### src/rtl/xdma_write_issuer.sv
// xdma_write_issuer: turns burst descriptors plus a data stream into
// AXI AW/W bursts and tracks outstanding B responses.
module xdma_write_issuer #(
  parameter int AddrWidth      = 48,
  parameter int DataWidth      = 512,
  parameter int MaxOutstanding = 4
) (
  input  logic                 clk_i,
  input  logic                 rst_i,
  input  logic                 desc_valid_i,
  output logic                 desc_ready_o,
  input  logic [AddrWidth-1:0] desc_addr_i,
  input  logic [7:0]           desc_len_i,
  input  logic                 data_valid_i,
  output logic                 data_ready_o,
  input  logic [DataWidth-1:0] data_i,
  output logic                 aw_valid_o,
  input  logic                 aw_ready_i,
  output logic [AddrWidth-1:0] aw_addr_o,
  output logic [7:0]           aw_len_o,
  output logic                 w_valid_o,
  input  logic                 w_ready_i,
  output logic [DataWidth-1:0] w_data_o,
  output logic                 w_last_o,
  input  logic                 b_valid_i,
  output logic                 b_ready_o,
  input  logic [1:0]           b_resp_i,
  output logic                 done_o,
  output logic                 err_o
);

  localparam int CntW = 4;
  localparam logic [CntW-1:0] MaxOut = CntW'(MaxOutstanding);

  typedef enum logic [1:0] {
    S_IDLE = 2'd0,
    S_AW   = 2'd1,
    S_W    = 2'd2
  } state_t;

  state_t               state_q;
  state_t               state_d;
  logic [AddrWidth-1:0] addr_q;
  logic [7:0]           len_q;
  logic [7:0]           beat_q;
  logic [CntW-1:0]      outst_q;
  logic                 err_q;
  logic                 done_q;

  logic desc_hs;
  logic aw_hs;
  logic w_hs;
  logic b_hs;
  logic last_beat;
  logic stray_b;

  assign desc_hs   = desc_valid_i & desc_ready_o;
  assign aw_hs     = aw_valid_o & aw_ready_i;
  assign w_hs      = w_valid_o & w_ready_i;
  assign b_hs      = b_valid_i & b_ready_o;
  assign last_beat = (beat_q == len_q);
  assign stray_b   = b_hs & (outst_q == '0);

  assign aw_addr_o = addr_q;
  assign aw_len_o  = len_q;
  assign done_o    = done_q;
  assign err_o     = err_q;

  // State register
  always_ff @(posedge clk_i or posedge rst_i) begin
    if (rst_i) state_q <= S_IDLE;
    else       state_q <= state_d;
  end

  // Next-state: IDLE -> AW on descriptor, AW -> W on AW handshake,
  // W -> IDLE on the last-beat handshake
  always_comb begin
    state_d = state_q;
    unique case (state_q)
      S_IDLE:  if (desc_hs) state_d = S_AW;
      S_AW:    if (aw_hs) state_d = S_W;
      S_W:     if (w_hs && last_beat) state_d = S_IDLE;
      default: state_d = S_IDLE;
    endcase
  end

  // Outputs: W channel is a pass-through gated by the W state;
  // ready outputs are forced low while reset is held
  always_comb begin
    desc_ready_o = 1'b0;
    aw_valid_o   = 1'b0;
    w_valid_o    = 1'b0;
    data_ready_o = 1'b0;
    w_last_o     = 1'b0;
    w_data_o     = data_i;
    b_ready_o    = ~rst_i;
    unique case (state_q)
      S_IDLE: desc_ready_o = ~rst_i & (outst_q < MaxOut);
      S_AW:   aw_valid_o   = 1'b1;
      S_W: begin
        w_valid_o    = data_valid_i;
        data_ready_o = w_ready_i;
        w_last_o     = last_beat;
      end
      default: ;
    endcase
  end

  // Descriptor capture; payload holds stable through the AW phase
  always_ff @(posedge clk_i or posedge rst_i) begin
    if (rst_i) begin
      addr_q <= '0;
      len_q  <= '0;
    end else if (desc_hs) begin
      addr_q <= desc_addr_i;
      len_q  <= desc_len_i;
    end
  end

  // Beat counter: cleared by the AW handshake, steps per W beat
  always_ff @(posedge clk_i or posedge rst_i) begin
    if (rst_i)      beat_q <= '0;
    else if (aw_hs) beat_q <= '0;
    else if (w_hs)  beat_q <= beat_q + 8'd1;
  end

  // Outstanding bursts; a B with nothing outstanding is not counted
  always_ff @(posedge clk_i or posedge rst_i) begin
    if (rst_i) begin
      outst_q <= '0;
    end else begin
      unique case ({aw_hs, b_hs & ~stray_b})
        2'b10:   outst_q <= outst_q + CntW'(1);
        2'b01:   outst_q <= outst_q - CntW'(1);
        default: outst_q <= outst_q;
      endcase
    end
  end

  // Completion pulse and sticky error
  always_ff @(posedge clk_i or posedge rst_i) begin
    if (rst_i) begin
      done_q <= 1'b0;
      err_q  <= 1'b0;
    end else begin
      done_q <= b_hs;
      if (b_hs && ((b_resp_i != 2'b00) || stray_b)) err_q <= 1'b1;
    end
  end

endmodule

### config.mk
export PLATFORM = sky130hd
export DESIGN_NAME = xdma_write_issuer
export DESIGN_NICKNAME = d
export VERILOG_FILES = /design/src/rtl/xdma_write_issuer.sv
export SDC_FILE = /design/constraint.sdc
export NUM_CORES = 1
export LEC_CHECK = 0
export CAP_MARGIN = 10
export CORE_AREA = 2 2 449 451
export DETAILED_ROUTE_END_ITERATION = 10
export DIE_AREA = 0 0 451 453
export PLACE_DENSITY_LB_ADDON = 0.3
export SLEW_MARGIN = 20
export SYNTH_ARGS = -nofsm -noshare
export SYNTH_HDL_FRONTEND = slang
export SYNTH_SLANG_ARGS = --single-unit
### constraint.sdc
create_clock -name clk_i -period 3 [get_ports clk_i]
set_clock_uncertainty 0.1 [all_clocks]
set_input_delay 0.6 -clock clk_i [delete_from_list [all_inputs] [get_ports clk_i]]
set_output_delay 0.6 -clock clk_i [all_outputs]
set_load 0.03 [all_outputs]
==> implementation parameters <==
Parameter                              Value

Outcome
  Result of the run    finished, final reports clean

Clock tree
  Num Clock Sinks    72
  Clock tree root buffer cell    sky130_fd_sc_hd__clkbuf_16
  Buffers inserted by post-CTS timing repair    0
  PostCTS Resize Cnt    0
  H-tree lvl count    3
  Number of buffers added by the clock tree synthesis step    9
  Hold-fix buffers, CTS    0
  TritonCTS clock tree    yes
  Maximum number of buffers from clock root to sink    2
  Worst-skew pair later-pin latency    0.39 ns
  Clock Pin Slew Worst Setup and Hold Paths    0.08 ns

Yosys
  Cell Area, Synth    6974 um^2
  Register bit total from synthesis    72
  Synth Area per Inst    9.554 um^2
  Sequential element share of the synthesized area    25.83%
  Cell count after synthesis    730
  Synth unique cells    31
  Post-Synthesis Net Count    1,311
  Warning count from the yosys run    0

Global route
  GR Overflow Total    0
  Pin count of the biggest net entering global routing    36
  Total routing usage reported by global routing    11.23%
  Antenna violations before repair    23
  Wire length of the first global-routing pass    127,600 um
  Via count of the first global-routing pass    3,396

Power and ir drop
  Power density normalized to cell area    727.4 nW/um^2
  Static leakage    2.241 nW
  PnR Total Power    5.941 mW
  IR Drop Worst-Case VDD    0.0002883 V

Final layout
  Summed area of non-filler cells in the final layout    8168 um^2
  Final layout net count    944
  Fill cell instance count of the final layout    23,501
  Ratio of cells with drive above 1 in the final layout    26.90%
  Layout area overhead    17.12%
  Most frequent cells in the layout    124 x sky130_fd_sc_hd__clkdlybuf4s50_1, 72 x sky130_fd_sc_hd__dfrtp_1, 29 x sky130_fd_sc_hd__mux2_4
  Most common cell after layout, fill and taps aside    sky130_fd_sc_hd__clkdlybuf4s50_1

STA
  Setup repair after global routing missed its margin    false
  Final period utilization    91.14%
  Final hold slack    0.3965 ns
  Final-report hold violation count    0
  Final setup margin    0.2657 ns
  Number of failing setup endpoints in the final timing report    0
  Min Tclk post-route    2.734 ns
  Number of pins exceeding their max-slew limit in the final report    0
  Tightest slew margin relative to the limit    51.54%
  Upper clock frequency limit    365.7 MHz
  Worst Tran Pin Value    0.7269 ns

Drt
  Total wire length after detailed routing    119,300 um
  Detail Route Antenna Nets    0
  Detailed router's first-iteration violation count    242
  First-pass DRT Iterations    4
  Sum of met3 wire segment lengths after detailed routing    41,180 um
  Routed vias    3,574
  Routed met2 length    61,850 um
  Routed length on met1    12,820 um
  Routed WL per cell    39.41 um
  Top routing layer in use    met5
  Remaining routing DRC violations    0
  Via count normalized by instance count    1.180

Critical path
  WP data required    2.30 ns
  Critical Path Slowest Stage Cell    sky130_fd_sc_hd__clkdlybuf4s50_1
  Cell Chain, Critical Path    clkdlybuf4s50_1 > clkinvlp_4 > clkdlybuf4s50_1
  Slowest stage delay, CP    0.64 ns
  Type of the worst setup path    input port to output port
  Cell type group with the largest total delay on the critical path    buffers and inverters
  Max FO, Critical Path    5
  Buf/Inv on CP    3
  Critical Path Sink Type    output port
  Most prevalent standard cell on the critical path    sky130_fd_sc_hd__clkdlybuf4s50_1
  Data arrival at the endpoint of the critical path    2.03 ns
  Crit start category    input port

Placed design
  Placement-stage worst setup slack    0.2130 ns
  Detail Placement HPWL    113,600 um
  RePlAce Congestion    0.7785
  Cell Area, Placed    7855 um^2
  Port-buffer cells    128

Floorplanning
  Horizontal die dimension    451 um
  Top-level port count    1,153
  Number of placement rows    164
  Core area    199,200 um^2
  Area of the die    204,300 um^2
  Effective utilization at floorplan    3.500%
  Die extent in y    453 um

Job
  Max-cap violation count    0

Hold path
  Min-Delay Path Class    flop to flop
-- layout make-up --
class | count | area [um^2] | share of cell area (%)
well taps | 2656 | 3323 | 40.69
repair buffers | 142 | 1439 | 17.62
multi-input cells | 131 | 1261 | 15.44
inverters | 7 | 30.03 | 0.3676
diodes | 4 | 10.01 | 0.1225
clock inverters | 7 | 77.57 | 0.9498
flip-flops and latches | 72 | 1802 | 22.06
clock buffers | 9 | 225.2 | 2.757
-- layer usage --
layer	GRT usage, %	vias to the layer above
met2	20.22	971
met3	18.23	132
li1	-	1051
met4	3.554	4
met5	0.6996	-
met1	3.496	1416
-- state kept, by name, indices dropped and copies added (netlist names) --
name / flops
aw_addr_o: 48
aw_len_o: 8
beat_q: 8
outst_q: 4
state_q: 2
done_o: 1
err_o: 1
-- through the flow --
stage,TNS [ns],util (%),std cells
floorplan,-0.4537,-,730
global placement,0,3.942,3008
detailed placement,0,3.942,3008
CTS,0,4.094,3024
global route,0,4.099,3028
finish,0,4.099,3028
-- where the power goes --
part / internal, mW / switching, mW
Clock: 0.653 / 0.590
Sequential: 1.41 / 0.379
Combinational: 1.35 / 1.56
-- synthesized netlist by cell type (all sizes together) --
cell type	count	area share (%)
a21oi	2	0.14
a2bb2oi	1	0.13
a32oi	1	0.13
and2	1	0.090
and4b	1	0.14
buf	518	56
clkbuf	2	0.11
dfrtp	72	26
ha	4	0.72
inv	7	0.38
mux2	57	11
nand2	9	0.48
nand2b	2	0.18
nand3	1	0.072
nand4	3	0.27
nand4b	1	0.13
nor2	14	0.79
nor2b	1	0.090
nor3	2	0.14
nor3b	1	0.11
nor4	5	0.45
o21ai	2	0.14
o21bai	1	0.11
o22ai	1	0.090
or4	1	0.11
xnor2	7	0.88
xor2	13	1.6
-- logic make-up after synthesis --
family / Yosys count / synth area share, %
compound gates: 8 / 0.7357
fa+ha+maj: 4 / 0.7176
flops: 72 / 25.83
xor+xnor: 20 / 2.512
mux: 57 / 10.76
simple gates: 42 / 3.050
buf+inv: 527 / 56.39
-- path summary, 6_finish.rpt --
check,to,from,cells after the start,slack [ns]
setup / recovery,b_ready_o,rst_i,3,0.27
max in group asynchronous,aw_addr_o[34],rst_i,4,1.10
hold reg to reg,err_o,err_o,1,0.40
hold / removal,err_o,err_o,1,0.40
min in group asynchronous,aw_addr_o[10],rst_i,3,0.68
setup reg to reg,outst_q[2],outst_q[1],9,0.58
No activity file was read; power rests on OpenSTA's default activity.
